[config.mk]
export PLATFORM = sky130hd
export DESIGN_NAME = fifo_wr_arbiter
export DESIGN_NICKNAME = d
export VERILOG_FILES = /design/src/rtl/fifo_wr_arbiter.sv
export SDC_FILE = /design/constraint.sdc
export NUM_CORES = 1
export LEC_CHECK = 0
export CORE_ASPECT_RATIO = 1.4
export CORE_MARGIN = 2
export CORE_UTILIZATION = 36
export DETAILED_ROUTE_END_ITERATION = 16
export MAX_ROUTING_LAYER = met4
export PLACE_DENSITY = 0.85
export SYNTH_ARGS = -nofsm -noshare
export SYNTH_HDL_FRONTEND = slang
export SYNTH_SLANG_ARGS = --single-unit
[constraint.sdc]
create_clock -name clk -period 5.3 [get_ports clk]
set_input_delay 1.325 -clock clk [delete_from_list [all_inputs] [get_ports clk]]
set_output_delay 1.325 -clock clk [all_outputs]
set_load 0.02 [all_outputs]
[src/rtl/fifo_wr_arbiter.sv]
// Round-robin, burst-locking arbiter feeding the write port of the async FIFO.
// Optional macro FIFO_ARB_BURST_LIMIT_EN caps each grant at MAX_BURST beats.
module fifo_wr_arbiter #(
  parameter int N_REQ     = 4,
  parameter int DW        = 8,
  parameter int MAX_BURST = 8
) (
  input  logic                     clk,
  input  logic                     rst,
  input  logic [N_REQ-1:0]         req,
  input  logic [N_REQ-1:0]         last,
  input  logic [N_REQ*DW-1:0]      wdata_in,
  input  logic                     full,
  input  logic                     almost_full,
  output logic [N_REQ-1:0]         gnt,
  output logic [N_REQ-1:0]         ack,
  output logic                     winc,
  output logic [DW-1:0]            wdata,
  output logic [$clog2(N_REQ)-1:0] owner,
  output logic                     busy
);

  localparam int OW = $clog2(N_REQ);

  typedef enum logic {IDLE = 1'b0, GRANT = 1'b1} state_t;

  state_t            state, state_nxt;
  logic [OW-1:0]     rr_ptr, rr_ptr_nxt;
  logic [OW-1:0]     owner_nxt;
  logic [N_REQ-1:0]  gnt_nxt;
  logic              busy_nxt;
  logic [OW-1:0]     hi_idx, lo_idx, winner;
  logic              hi_found;
  logic              grant_start;
  logic              beat;
  logic              rel;

  assign grant_start = (state == IDLE) && (|req) && !almost_full;
  assign beat        = (state == GRANT) && req[owner] && !full;

`ifdef FIFO_ARB_BURST_LIMIT_EN
  localparam int CW = $clog2(MAX_BURST + 1);

  logic [CW-1:0] beat_cnt;

  assign rel = beat && (last[owner] || (beat_cnt == CW'(MAX_BURST - 1)));

  // Beats accepted in the current grant; cleared while idle and on release.
  always_ff @(posedge clk or posedge rst) begin
    if (rst) begin
      beat_cnt <= '0;
    end else if ((state == IDLE) || rel) begin
      beat_cnt <= '0;
    end else if (beat) begin
      beat_cnt <= beat_cnt + CW'(1);
    end else begin
      beat_cnt <= beat_cnt;
    end
  end
`else
  assign rel = beat && last[owner];
`endif

  // Lowest requesting index at or above rr_ptr wins, otherwise wrap to the lowest below it.
  always_comb begin
    hi_found = 1'b0;
    hi_idx   = '0;
    lo_idx   = '0;
    for (int j = N_REQ - 1; j >= 0; j--) begin
      if (req[j] && (OW'(j) >= rr_ptr)) begin
        hi_found = 1'b1;
        hi_idx   = OW'(j);
      end else if (req[j]) begin
        lo_idx = OW'(j);
      end else begin
      end
    end
    winner = hi_found ? hi_idx : lo_idx;
  end

  always_ff @(posedge clk or posedge rst) begin
    if (rst) begin
      state  <= IDLE;
      gnt    <= '0;
      owner  <= '0;
      busy   <= 1'b0;
      rr_ptr <= '0;
    end else begin
      state  <= state_nxt;
      gnt    <= gnt_nxt;
      owner  <= owner_nxt;
      busy   <= busy_nxt;
      rr_ptr <= rr_ptr_nxt;
    end
  end

  always_comb begin
    state_nxt = state;
    case (state)
      IDLE:    state_nxt = grant_start ? GRANT : IDLE;
      GRANT:   state_nxt = rel ? IDLE : GRANT;
      default: state_nxt = IDLE;
    endcase
  end

  // Next values of the registered outputs, plus the combinational write-port strobes.
  always_comb begin
    gnt_nxt    = gnt;
    owner_nxt  = owner;
    busy_nxt   = busy;
    rr_ptr_nxt = rr_ptr;
    case (state)
      IDLE: begin
        if (grant_start) begin
          gnt_nxt   = {{(N_REQ-1){1'b0}}, 1'b1} << winner;
          owner_nxt = winner;
          busy_nxt  = 1'b1;
        end else begin
          gnt_nxt   = '0;
          owner_nxt = '0;
          busy_nxt  = 1'b0;
        end
      end
      GRANT: begin
        if (rel) begin
          gnt_nxt    = '0;
          owner_nxt  = '0;
          busy_nxt   = 1'b0;
          rr_ptr_nxt = (owner == OW'(N_REQ - 1)) ? '0 : owner + OW'(1);
        end else begin
          gnt_nxt    = gnt;
          owner_nxt  = owner;
          busy_nxt   = busy;
        end
      end
      default: begin
        gnt_nxt    = '0;
        owner_nxt  = '0;
        busy_nxt   = 1'b0;
        rr_ptr_nxt = '0;
      end
    endcase

    winc = beat;
    ack  = beat ? gnt : '0;
    if (|gnt) begin
      wdata = wdata_in[owner*DW +: DW];
    end else begin
      wdata = '0;
    end
  end

endmodule

======== Word-level counts from Yosys, hierarchy flattened ========
Cells that the tools add are included.
W data, S select, Z words.
cells by class
  shift-type cells ........................ 2
  order comparisons ....................... 5
  equality and inequality tests ........... 2
  bitwise operators ....................... 1
  $add $sub $neg .......................... 1
  mux-type cells .......................... 35
  reductions and logical operators ........ 14
operators by type and width
  cell                   count
  $mux W2                16
  $shiftx A32 B6 Y8      1
  $mux W4                3
  $logic_and A1 B1 Y1    9
  $mux W1                9
  $mux W8                1
  $pmux W4 S2            1
  $reduce_or A4 Y1       2
  $bmux W1 S2            2
  $ge A1 B2 Y1 const A   2
  $ge A2 B2 Y1 const A   2
  $pmux W1 S2            2
  $pmux W2 S2            1
  $shl A1 B2 Y4 const A  1
  $lt A2 B3 Y1 const B   1
  $add A2 B1 Y2 const B  1
  $eq A2 B2 Y1 const B   1
  $logic_not A1 Y1       2
  $ne A2 B1 Y1 const B   1
  $reduce_and A2 Y1      1
  $not A1 Y1             1
word-level totals
  bits in registers ....................... 10
  output and inout port bits .............. 20
  logic and storage cells ................. 65
  input port bits ......................... 44

======== Depth between registers and ports, before layout ========
  depth after elaboration ................. 13
  depth in mapped cells ................... 6

======== Worst setup path before layout ========
No wires, ideal clock.
  path kind ............................... input to output
  start ................................... in full
  end ..................................... out ack[0]
  required time ........................... 3.975 ns
  arrival ................................. 2.245 ns
  slack ................................... 1.730 ns
  path buffers ............................ 0
  stages on the path ...................... 3
  cell sequence ........................... or3b_1 o22ai_2 and2_1
between the ends
  cells in the longest elaborated chain, start to end .. 3
ends and longest elaborated chain
  element              RTL line  source
  start, declared      13        input logic full,
  $logic_not A1 Y1     39        assign beat = (state == GRANT) && req[owner] && !full;
  $logic_and A1 B1 Y1  39
  via winc             17        output logic winc,
  $mux W4              145       ack = beat ? gnt : '0;
  end, declared        16        output logic [N_REQ-1:0] ack,
The timed path passes the listed nets, and every way through them passes these cells.

======== Worst setup path in the final report ========
  start ................................... in req[3]
  end ..................................... out ack[2]
between the ends
  cells in the longest elaborated chain, start to end .. 5
ends and longest elaborated chain
  element                            RTL line  source
  start, declared                    10        input logic [N_REQ-1:0] req,
  $bmux W1 S2                        39
  $mux W1 (implied by the code)      39
  $logic_and A1 B1 Y1 (2 in series)  39
  $mux W4                            145
Every way passes these cells. The select of a mux whose other input is x is not followed.

==> metrics.md <==
| Metric | Value |
|---|---|
| Outcome | finished clean |
| Detailed Place HPWL | approximately 2.2 mm |
| CP dominant cell by count | clkdlybuf4s50_1 |
| CTS tree | built |
| Top cell type by total area after synthesis | dfrtp_1 |
| Setup ws final | between 0.8 and 0.9 ns |
| CP Cell Sequence | clkdlybuf4s50_1 -> mux2i_1 -> o22ai_2 -> and2_1 -> clkdlybuf4s50_1 |
| Root buf cell | clkbuf_4 |
| Largest net degree at the start of global routing | 16 |
| Pre-CTS WS | approximately 0.88 ns |
| Avg Cell Area, Syn | 10.6 um^2 |
| Max-slew headroom | 0.483 |
| Syn Std Cell Area | 848 um^2 |
| Fin. max-slew vios | 0 |
| Hold Buf Count CTS | 0 |
| CP Max Fanout | 6 |
| Wirelength, routed | 2.79 mm |
| DR iter-0 viols | 12 |
| Endpoints failing hold | 0 |
| Sequential cell area | 250 um^2 |
| Vias | 935 |
| Slowest Stage Delay on Critical Path | 0.60 ns |
| Area grow syn2layout | 79.6% |
| Tightest Hold Check Type | reg -> reg |
| Layout Skew | ~0.0058 ns |
| First-pass GRT wire length | between 4 and 5 mm |
| IO buf count | between 60 and 70 |
| Fin crit share | 0.834 |
| Vias per cell | 5.63 |
| Yosys top cell area share | 0.295 |
| Layout Nets | 190 |
| Startpoint Class | input port |
| Post-Syn Nets | 125 |
| Achievable Freq | 226 MHz |
| Worst-path clk slew | about 0.07 ns |
| Die W | around 45 um |
| Final setup TNS | 0 ns |
| CP required | 3.97 ns |
| Max-cap violations | 0 |
| Crit path kind | in -> out |
| Netlist cell types | 25 |
| Clock sink count | 10 |
| Die H | 61.4 um |
| CTS Buf Count | 3 |
| CTS-repair resized insts | 0 |
| Critical Path Sink Type | primary output |
| Synth Instances | 80 |
| CP max-delay cell | clkdlybuf4s50_1 |
| Fill count | 170 |
| Period minus WS final | 4.42 ns |
| Die area | 2770 um^2 |
| Power per cell area | 471 nW/um^2 |
| Arrival time at the worst endpoint | 3.09 ns |
| Endpoints failing setup | 0 |
| Clock Latency Late Sink | 0.27 ns |
| Sequential share of the synthesized area | 0.295 |
| Tightest Pin Transition | 0.775 ns |
| Grt ovf | 0 |
| Clock Path Buffers | 2 |
| H-Tree Level Count | 1 |
| Core area | 2200 um^2 |
| RSZ-0062 raised after global routing | false |
| Total GRT Usage | 0.213 |
| Yosys warning total | 0 |
| First-pass iteration count of the detailed router | 4 |
| # rows | 20 |
| Flop-to-flop setup slack | 3.06 ns |
| Per-cell routed wire length | 16.8 um |
| Drt drc | 0 |
| Layout cell share with drive strength beyond 1 | 0.118 |
| Synth top area cells | dfrtp_1, mux4_2, nor2b_1 |
| Peak supply drop | 0.280 mV |
| Final Wtd Congestion | 0.904 |
| N_diodes | 0 |
| Io pins | 64 |
| CP delay by family, top | buffers and inverters |
| Remaining antenna violation count | 0 |
| Initial antenna violation count | 0 |
| Post-CTS Setup Inserts | 0 |
| Starting Density | 0.385 |
| P_leak | between 0.5 and 0.6 nW |
| Number of synthesized register bits | 10 |
| Multi-input logic area | 557 um^2 |
| Worst path buffer plus inverter count | 2 |
| Number of global-route vias before repair | 863 |
[metal layers]
layer	part of all wire	global-route usage	wire length, um
met1	0.41	0.270	1150
met4	0.017	0.0546	47
met3	0.13	0.0645	363
met2	0.44	0.333	1230
met5	0	-	0
[worst register-to-register path, delay by kind of cell (launching register included)]
family / cells / cell delay (ns)
compound gates: 1 / 0.31
flops: 1 / 0.85
mux: 2 / 0.53
simple gates: 1 / 0.43
[registers in the layout, summed over array words and instances (netlist names)]
| signal | count |
|---|---|
| state | 1 |
| rr_ptr | 2 |
| gnt | 4 |
| owner | 2 |
| busy | 1 |
[layout by cell type, fill, tap and decap left out, drive strengths merged]
cell type	netlist	routed
mux2	2	2
or3	1	1
o22a	1	1
nand3b	1	1
buf	4	1
o21ai	2	2
mux4	9	9
o21a	1	1
inv	4	4
clkbuf	0	4
dfrtp	10	10
nor4	2	2
nor2b	8	8
or3b	1	1
nand2b	1	1
nand2	8	8
nor3	2	2
and2	5	5
clkdlybuf4s50	0	63
o22ai	4	4
o32ai	4	4
nor2	3	3
ha	1	1
mux2i	3	3
a21oi	3	3
[metrics by stage]
step | utilization | instances | hold slack, ns | instance area [um^2] | total power, mW
after floorplan | - | 80 | 0.505 | 848 | 0.434
after global placement | 0.676 | 162 | 0.529 | 1490 | 0.642
after detailed placement | 0.676 | 162 | 0.538 | 1490 | 0.653
after CTS | 0.692 | 166 | 0.560 | 1520 | 0.723
after global routing | 0.692 | 166 | 0.586 | 1520 | 0.765
final | 0.692 | 166 | 0.554 | 1520 | 0.717
[power breakdown]
| group | internal [mW] | leakage, nW | switching [mW] |
|---|---|---|---|
| clock network | 0.0417 | 0.0210 | 0.0265 |
| logic | 0.266 | 0.435 | 0.207 |
| registers | 0.106 | 0.127 | 0.0702 |
[layout make-up]
class                      instances  share of cell area
sequential                        10               0.164
tap                               22              0.0181
clock buffer                       4              0.0238
timing repair buffer              64               0.419
multi-input combinational         62               0.365
inverter                           4             0.00985
[path summary, 6_finish.rpt]
check                              start   endpoint  depth (start not counted)
worst max register to register  owner[0]  rr_ptr[0]                          4
worst max-delay path              req[3]     ack[2]                          5
min in group asynchronous            rst      state                          2
worst min register to register      busy       busy                          2
worst min-delay path                busy       busy                          2
max in group asynchronous            rst  rr_ptr[1]                          2
[cells in the mapped netlist, drive strengths merged]
| master | instances |
|---|---|
| or3 | 1 |
| nand3b | 1 |
| o32ai | 4 |
| o21ai | 2 |
| nor3 | 2 |
| nor2 | 3 |
| dfrtp | 10 |
| o22a | 1 |
| o21a | 1 |
| mux2 | 2 |
| or3b | 1 |
| mux4 | 9 |
| buf | 4 |
| a21oi | 3 |
| and2 | 5 |
| nand2b | 1 |
| mux2i | 3 |
| o22ai | 4 |
| inv | 4 |
| ha | 1 |
| nand2 | 8 |
| nor2b | 8 |
| nor4 | 2 |
[cells by family (layout without fill, tap and decap cells)]
family,after synthesis,count (layout),share of synthesized area
AOI/OAI and AO/OA,15,15,0.127
adders and majority gates,1,1,0.0147
and+or+nand+nor,32,32,0.205
buffers and inverters,8,72,0.0487
muxes,14,14,0.310
DFF,10,10,0.295
Note: power is estimated with default switching activity, not from simulation.
